<file path="src/rtl/buffer_bank_scheduler.sv">
`timescale 1ns/1ps
// buffer_bank_scheduler
// Sequences a bank of NUM_BUF single-entry holding buffers as one in-order
// queue. Accepted words are steered into the next free buffer with a one-hot
// select and a shared read-inhibit. Stored words are drained in order through
// an output mux under a valid/ready handshake.
//
// Ports:
//   Clk, Rst        clock, asynchronous active-high reset
//   start           IDLE -> RUN request
//   flush           stop accepting, drain remaining words, then clear
//   abort           discard everything, clear on the next edge
//   inValid/inReady producer handshake (data goes straight into the buffers)
//   outValid/outReady/outData  consumer handshake, oldest stored word
//   bufData, bufFull  buffer outputs and full flags from the bank
//   bufSel, bufRD, bufCLR, bufEN  bank control strobes
//   count           number of stored words (0..NUM_BUF)
//   err             sticky consistency error (cleared by reset or abort)
module buffer_bank_scheduler #(
  parameter int unsigned NUM_BUF = 4,
  parameter int unsigned DATA_W  = 16,
  parameter int unsigned PTR_W   = $clog2(NUM_BUF)
) (
  input  logic                      Clk,
  input  logic                      Rst,
  input  logic                      start,
  input  logic                      flush,
  input  logic                      abort,
  input  logic                      inValid,
  output logic                      inReady,
  output logic                      outValid,
  input  logic                      outReady,
  output logic [DATA_W-1:0]         outData,
  input  logic [NUM_BUF*DATA_W-1:0] bufData,
  input  logic [NUM_BUF-1:0]        bufFull,
  output logic [NUM_BUF-1:0]        bufSel,
  output logic                      bufRD,
  output logic [NUM_BUF-1:0]        bufCLR,
  output logic                      bufEN,
  output logic [PTR_W:0]            count,
  output logic                      err
);

  typedef enum logic [1:0] {CLEAR, IDLE, RUN, DRAIN} state_t;

  localparam logic [PTR_W:0] FULL_CNT = NUM_BUF[PTR_W:0];

  state_t           state;
  logic [PTR_W-1:0] wr_ptr;
  logic [PTR_W-1:0] rd_ptr;
  logic             active;
  logic             push;
  logic             pop;
  logic             err_set;
  logic [DATA_W-1:0] head_word;
  logic [PTR_W:0]   next_count;

  // Head-of-queue mux over the packed buffer outputs.
  always_comb begin
    head_word = '0;
    for (int unsigned i = 0; i < NUM_BUF; i++) begin
      if (rd_ptr == PTR_W'(i)) head_word = bufData[i*DATA_W +: DATA_W];
    end
  end

  always_comb begin
    active   = (state == RUN) || (state == DRAIN);
    inReady  = (state == RUN) && (count < FULL_CNT);
    outValid = active && (count != '0);
    push     = inValid && inReady;
    pop      = outValid && outReady;
    outData  = outValid ? head_word : '0;
    bufSel   = push ? (NUM_BUF'(1) << wr_ptr) : '0;
    bufRD    = ~push;
    bufEN    = active;
    if (state == CLEAR) bufCLR = '1;
    else if (pop)       bufCLR = NUM_BUF'(1) << rd_ptr;
    else                bufCLR = '0;
    // A stored head must be flagged full; a write target must be empty.
    err_set  = (outValid && !bufFull[rd_ptr]) || (push && bufFull[wr_ptr]);
    case ({push, pop})
      2'b10:   next_count = count + 1'b1;
      2'b01:   next_count = count - 1'b1;
      default: next_count = count;
    endcase
  end

  always_ff @(posedge Clk or posedge Rst) begin
    if (Rst) begin
      state  <= CLEAR;
      wr_ptr <= '0;
      rd_ptr <= '0;
      count  <= '0;
      err    <= 1'b0;
    end else if (abort) begin
      state  <= CLEAR;
      wr_ptr <= '0;
      rd_ptr <= '0;
      count  <= '0;
      err    <= 1'b0;
    end else begin
      if (err_set) err <= 1'b1;
      case (state)
        CLEAR: begin
          state  <= IDLE;
          wr_ptr <= '0;
          rd_ptr <= '0;
          count  <= '0;
        end
        IDLE: begin
          if (start) state <= RUN;
        end
        RUN, DRAIN: begin
          if (push) wr_ptr <= wr_ptr + 1'b1;
          if (pop)  rd_ptr <= rd_ptr + 1'b1;
          count <= next_count;
          // Leave DRAIN as soon as the edge that removes the last word occurs.
          if (state == RUN && flush)                  state <= DRAIN;
          else if (state == DRAIN && next_count == '0) state <= CLEAR;
        end
        default: state <= CLEAR;
      endcase
    end
  end

endmodule

</file>
<file path="config.mk">
export PLATFORM = sky130hd
export DESIGN_NAME = buffer_bank_scheduler
export DESIGN_NICKNAME = d
export VERILOG_FILES = /design/src/rtl/buffer_bank_scheduler.sv
export SDC_FILE = /design/constraint.sdc
export NUM_CORES = 1
export LEC_CHECK = 0
export BUFFER_PORTS_ARGS = -buffer_cell sky130_fd_sc_hd__buf_2
export CAP_MARGIN = 15
export CORE_MARGIN = 5
export CORE_UTILIZATION = 40
export CTS_BUF_LIST = sky130_fd_sc_hd__clkbuf_4 sky130_fd_sc_hd__clkbuf_8 sky130_fd_sc_hd__clkbuf_16
export DETAILED_ROUTE_END_ITERATION = 6
export GPL_TIMING_DRIVEN = 0
export PLACE_DENSITY = 0.77
export SYNTH_ARGS = -nofsm -noshare
export SYNTH_HDL_FRONTEND = slang
export SYNTH_SLANG_ARGS = --single-unit
</file>
<file path="constraint.sdc">
create_clock -name Clk -period 3.37 [get_ports Clk]
set_input_delay 0 -clock Clk [delete_from_list [all_inputs] [get_ports Clk]]
set_output_delay 0 -clock Clk [all_outputs]
set_load 0.005 [all_outputs]
</file>
==> flow_metrics.tcl, run 1 <==
set metrics [dict create \
    fin_hold_ws_ps 40.2 \
    synth_simple_gate_area_share_pct 19.5 \
    path_clk_slew_ps 60 \
    mostFrequentLayoutCell "buf_2" \
    fin_skew_ps 1.92 \
    cts_made_buffers 3 \
    p_per_area_nw_per_um2 171 \
    slew_viol_final 0 \
    ctsResizeCount 0 \
    io_pins 107 \
    antenna_found_initial 0 \
    irDropWorstVdd_mv 0.126 \
    crit_required_ps 3530 \
    post-route-period-util_pct 83.9 \
    insertion_delay_ps 250 \
    yosys.area.top_type_share_pct 17.8 \
    rr_endpoint "state[1]" \
    antenna_cells 0 \
    syn_area_per_cell_um2 7.47 \
    synth.distinct_cells 37 \
    yosys.area.top_type "dfrtp_1" \
    drive_gt1_share_pct 42.5 \
    grt_util_all_layers_pct 19.1 \
    worstPathMaxFanout 8 \
    portBuffers 106 \
    die_h_um 69.2 \
    whs_path_depth 3 \
    synth-xor-area-share_pct 0.624 \
    final_util_pct 60.6 \
    routedWlPerCell_um 13.8 \
    syn_nets 273 \
    layout_common_cells "buf_2, inv_1, nand2_1" \
    synth_top_family_by_area "compound AO/OA/AOI/OAI gates" \
    drv_cap 0 \
    routabilityCongestion 0.841 \
    synth_compound_area_share_pct 36.3 \
    worstSetupEndpointType "flop" \
    core_area_um2 3360 \
    post-route-min-period_ps 2830 \
    r2r_cells 9 \
    die_w_um 69.2 \
    via_per_inst 5.18 \
    grt_overflow 0 \
    drc 0 \
    layout.nets 385 \
    min_from "start" \
    hold_end "state[0]" \
    grt_pass1_vias 1629 \
    worstReg2RegStart "count[2]" \
    dp_hpwl_um 3900 \
    hp-class "in -> reg" \
    synth_fa_ha_area_share_pct 9.45 \
    crit_path_start_kind "flop" \
    ys_warn_count 0 \
    filler_cell_count 338 \
    ys_ff_latch 10 \
    p_leak_nw 1.17 \
    final_area_um2 2040 \
    ys_seq_area_share_pct 17.8 \
    status "completed" \
    cp_data_arrival_time_ps 2990 \
    grt_max_degree 11 \
    setup_violations 0 \
    clockBufferDepth 2 \
    wirelength_um 4770 \
    synth_edf_count 0 \
    dpl.cell_count 340 \
    drtIter0Drc 51 \
    htree_levels 1 \
    rrSetupSlack_ps 540 \
    core.rowCount 21 \
    vias 1787 \
    post_dp_cell_area_um2 1990 \
    synth.area.mux_share_pct 3.21 \
    synth_area_leaders "dfrtp_1, a211o_1, a21oi_1" \
    synth_cells 188 \
    dieArea_um2 4790 \
    start_util_pct 41.7 \
    max_freq_ghz 0.354 \
    cts-root-buf "clkbuf_4" \
    grt_setup_unrepaired "false" \
    grt_pass1_wl_um 7610 \
    setup_ws_ps 542 \
    p_total_mw 0.349 \
    path_class "reg -> reg" \
    slew_headroom_pct 66.4 \
    fin_setup_tns_ps 0 \
    post-place-ws_ps 559 \
    tightest_slew_ps 504 \
    synthArstFlopShare_pct 100 \
    netlist_area_um2 1400 \
    cts_tree "built" \
    ant_nets 0 \
    numClockSinks 10 \
    syn_to_final_growth_pct 45.2 \
    finalNonFillerCells 345 \
    yosys_most_used_dff "dfrtp_1" \
    finalHoldViolations 0 \
    cts_setup_buffers 0 \
    drt_pre_antenna_iters 4 \
]
[registers in the layout, indices dropped and copies added (netlist names)]
| signal | cells |
|---|---|
| rd_ptr | 2 |
| wr_ptr | 2 |
| count | 3 |
| err | 1 |
| state | 2 |
[report_power, final]
group | internal (mW) | switching [mW] | total, mW | leakage (nW)
logic | 0.0665 | 0.0527 | 0.119 | 1.01
clock network | 0.0654 | 0.0381 | 0.104 | 0.0210
registers | 0.123 | 0.00394 | 0.127 | 0.138
total | 0.255 | 0.0947 | 0.349 | 1.17
[worst max path at each step]
stage,startpoint,end,cells past startpoint
finish,count[2],state[1],9
global route,count[2],state[1],9
CTS,count[2],state[1],9
detailed placement,count[2],state[1],9
global placement,count[2],state[1],9
floorplan,count[2],state[1],9
[synth_stat cells (2+ instances only)]
library cell	n
inv_1	25
nand2_1	24
a21oi_1	23
a211o_1	15
a221oi_1	13
nor2_1	11
dfrtp_1	10
clkbuf_1	9
ha_1	9
nor3_1	5
and3_1	4
nand3_1	4
o21ai_0	4
buf_2	3
a221oi_2	2
buf_4	2
buf_6	2
mux4_2	2
nand2b_1	2
or2_2	2
[cell type report]
type	count	area, µm²	share of cell area [%]
inverter	25	93.8	4.60
tap	46	57.6	2.82
timing repair buffer	107	541	26.5
clock buffer	4	36.3	1.78
sequential	10	250	12.3
multi-input combinational	136	970	47.6
buffer	17	90.1	4.42
[layer usage]
metal  share of wire, %  global-route usage [%]  wire length (µm)  vias to the layer above
met2                 50                    34.0              2410                       63
met1                 42                    23.1              2020                      812
met4                1.6                    5.86                77                        0
met3                5.7                    3.48               271                        8
li1                   -                       -                 -                      904
met5                  0                       0                 0                        -
[timing repair]
item	in CTS	in global routing
setup endpoints to repair	0	0
hold endpoints to repair	10	0
hold buffers	1	0
[critical path, cell delays in order, from the launching register on]
cell,delay (ps)
dfrtp_1,480
nor3b_2,330
and2_1,260
inv_1,120
ha_1,250
fa_1,380
xnor2_1,170
or3_1,300
and4_1,230
o32ai_2,200
[kinds of logic after synthesis]
family | Yosys count
AOI/OAI and AO/OA | 66
xor gates and xnor gates | 1
adders and majority gates | 10
buffers and inverters | 42
DFF | 10
muxes | 2
and+or+nand+nor | 57
(Power assumes the default switching activity.)
==> run 2: changes to the inputs <==
--- a/config.mk
+++ b/config.mk
@@ -8,11 +8,11 @@
 export BUFFER_PORTS_ARGS = -buffer_cell sky130_fd_sc_hd__buf_2
 export CAP_MARGIN = 15
 export CORE_MARGIN = 5
-export CORE_UTILIZATION = 40
+export CORE_UTILIZATION = 37
 export CTS_BUF_LIST = sky130_fd_sc_hd__clkbuf_4 sky130_fd_sc_hd__clkbuf_8 sky130_fd_sc_hd__clkbuf_16
 export DETAILED_ROUTE_END_ITERATION = 6
 export GPL_TIMING_DRIVEN = 0
-export PLACE_DENSITY = 0.77
+export PLACE_DENSITY = 0.75
 export SYNTH_ARGS = -nofsm -noshare
 export SYNTH_HDL_FRONTEND = slang
 export SYNTH_SLANG_ARGS = --single-unit
==> constraint.sdc (replaced) <==
create_clock -name Clk -period 2.3 [get_ports Clk]
set_input_delay 0 -clock Clk [delete_from_list [all_inputs] [get_ports Clk]]
set_output_delay 0 -clock Clk [all_outputs]
set_load 0.005 [all_outputs]
==> flow_metrics.tcl, run 2 (synthesis gave the netlist of run 1 again) <==
set metrics [dict create \
    grt_pass1_wl_um 7690 \
    core.rowCount 22 \
    post-route-period-util_pct 99.1 \
    grt_setup_unrepaired "true" \
    layout.nets 392 \
    multiInputGateArea_um2 1000 \
    htree_levels 1 \
    grt_util_all_layers_pct 18.5 \
    status "completed" \
    die_h_um 71.6 \
    critical-path-max-stage-delay_ps 430 \
    max_freq_ghz 0.439 \
    cts_made_buffers 3 \
    dp_hpwl_um 3790 \
    mostFrequentLayoutCell "buf_2" \
    grt_max_degree 11 \
    layout_common_cells "buf_2, inv_1, nand2_1" \
    tightest_slew_ps 478 \
    drive_gt1_share_pct 47.1 \
    portBuffers 106 \
    path_cells "nor3b_4 > and2_4 > inv_4 > ha_4 > fa_2 > xnor2_2 > or3_1 > and4_4 > o32ai_2" \
    path_class "reg -> reg" \
    crit_path_start_kind "flop" \
    cp_data_arrival_time_ps 2420 \
    slowest_stage "dfrtp_2" \
    antenna_found_initial 0 \
    grt_pass1_vias 1760 \
    slew_viol_final 0 \
    crit_required_ps 2440 \
    wirelength_um 4830 \
    die_w_um 71.6 \
    p_leak_nw 1.21 \
    path_clk_slew_ps 50 \
    vias 1805 \
    insertion_delay_ps 230 \
    drc 0 \
    worstSetupEndpointType "flop" \
    filler_cell_count 355 \
    grt_overflow 0 \
    regArea_um2 255 \
    numClockSinks 10 \
    finalHoldViolations 0 \
    start_util_pct 38.3 \
    ant_nets 0 \
    slew_headroom_pct 68.1 \
    clockBufferDepth 2 \
    drt_pre_antenna_iters 4 \
    dieArea_um2 5130 \
    post-route-min-period_ps 2280 \
    cts_tree "built" \
    antenna_cells 0 \
    cts-root-buf "clkbuf_8" \
    worstPathMaxFanout 4 \
    setup_violations 0 \
    routabilityCongestion 0.822 \
    via_per_inst 5.10 \
    rrSetupSlack_ps 20 \
    hp-class "in -> reg" \
    drtIter0Drc 96 \
    core_area_um2 3660 \
    dpl.cell_count 342 \
    syn_to_final_growth_pct 53.4 \
    irDropWorstVdd_mv 0.215 \
    p_per_area_nw_per_um2 267 \
    fin_setup_tns_ps 0 \
    fin_hold_ws_ps 46.2 \
    largest_reg_flops 3 \
    finalNonFillerCells 354 \
    io_pins 107 \
    drv_cap 0 \
    routedWlPerCell_um 13.6 \
    top_register "count" \
    fin_skew_ps 1.54 \
]
run 2: report_power, final:
part	leakage [nW]	internal [mW]	switching, mW
Combinational	1.05	0.107	0.0828
Sequential	0.131	0.181	0.00428
Clock	0.0262	0.133	0.0668
run 2: layer usage:
metal	vias up	global-route usage (%)	wire, µm
met1	814	23.1	2090
met5	-	0	0
met4	0	5.22	68
met2	63	32.1	2330
li1	921	-	-
met3	7	3.51	340
run 2: final timing paths:
check                               from         to  cells past startpoint
worst max-delay path            count[2]   state[1]                      9
worst min-delay path               start   state[0]                      3
worst max register to register  count[2]   state[1]                      9
worst min register to register       err        err                      2
max in group asynchronous            Rst   count[1]                      3
min in group asynchronous            Rst  wr_ptr[1]                      3
run 2: layout make-up:
type / count / share of cell area, %
clock buffers: 4 / 2.27
plain buffers: 17 / 4.47
flip-flops and latches: 10 / 11.9
multi-input cells: 136 / 46.6
repair buffers: 114 / 27.5
inverters: 25 / 4.47
well taps: 48 / 2.79
run 2: repair_timing:
| action | CTS | global route |
|---|---|---|
| setup endpoints to repair | 2 | 2 |
| hold endpoints to repair | 10 | 0 |
| gates resized for setup | 3 | 1 |
| hold buffers | 1 | 0 |
| pin swaps | 4 | 2 |
| setup buffers | 7 | 0 |
run 2: critical path, delay by kind of cell, from the launching register on:
kind | cells | cell delay, ps
simple gates | 4 | 870
xor+xnor | 1 | 160
flops | 1 | 430
buf+inv | 1 | 50
fa+ha+maj | 2 | 520
compound gates | 1 | 180
run 2: stage by stage:
step | utilization, % | power (mW) | setup WS (ps) | instance area [µm²]
2_1_floorplan | - | 0.274 | -109 | 1440
3_3_place_gp | 55.5 | 0.365 | -198 | 2030
3_5_place_dp | 55.5 | 0.367 | -213 | 2030
4_1_cts | 58.7 | 0.576 | 3.50 | 2150
5_1_grt | 58.8 | 0.608 | -79.1 | 2150
6_report | 58.8 | 0.575 | 21.2 | 2150
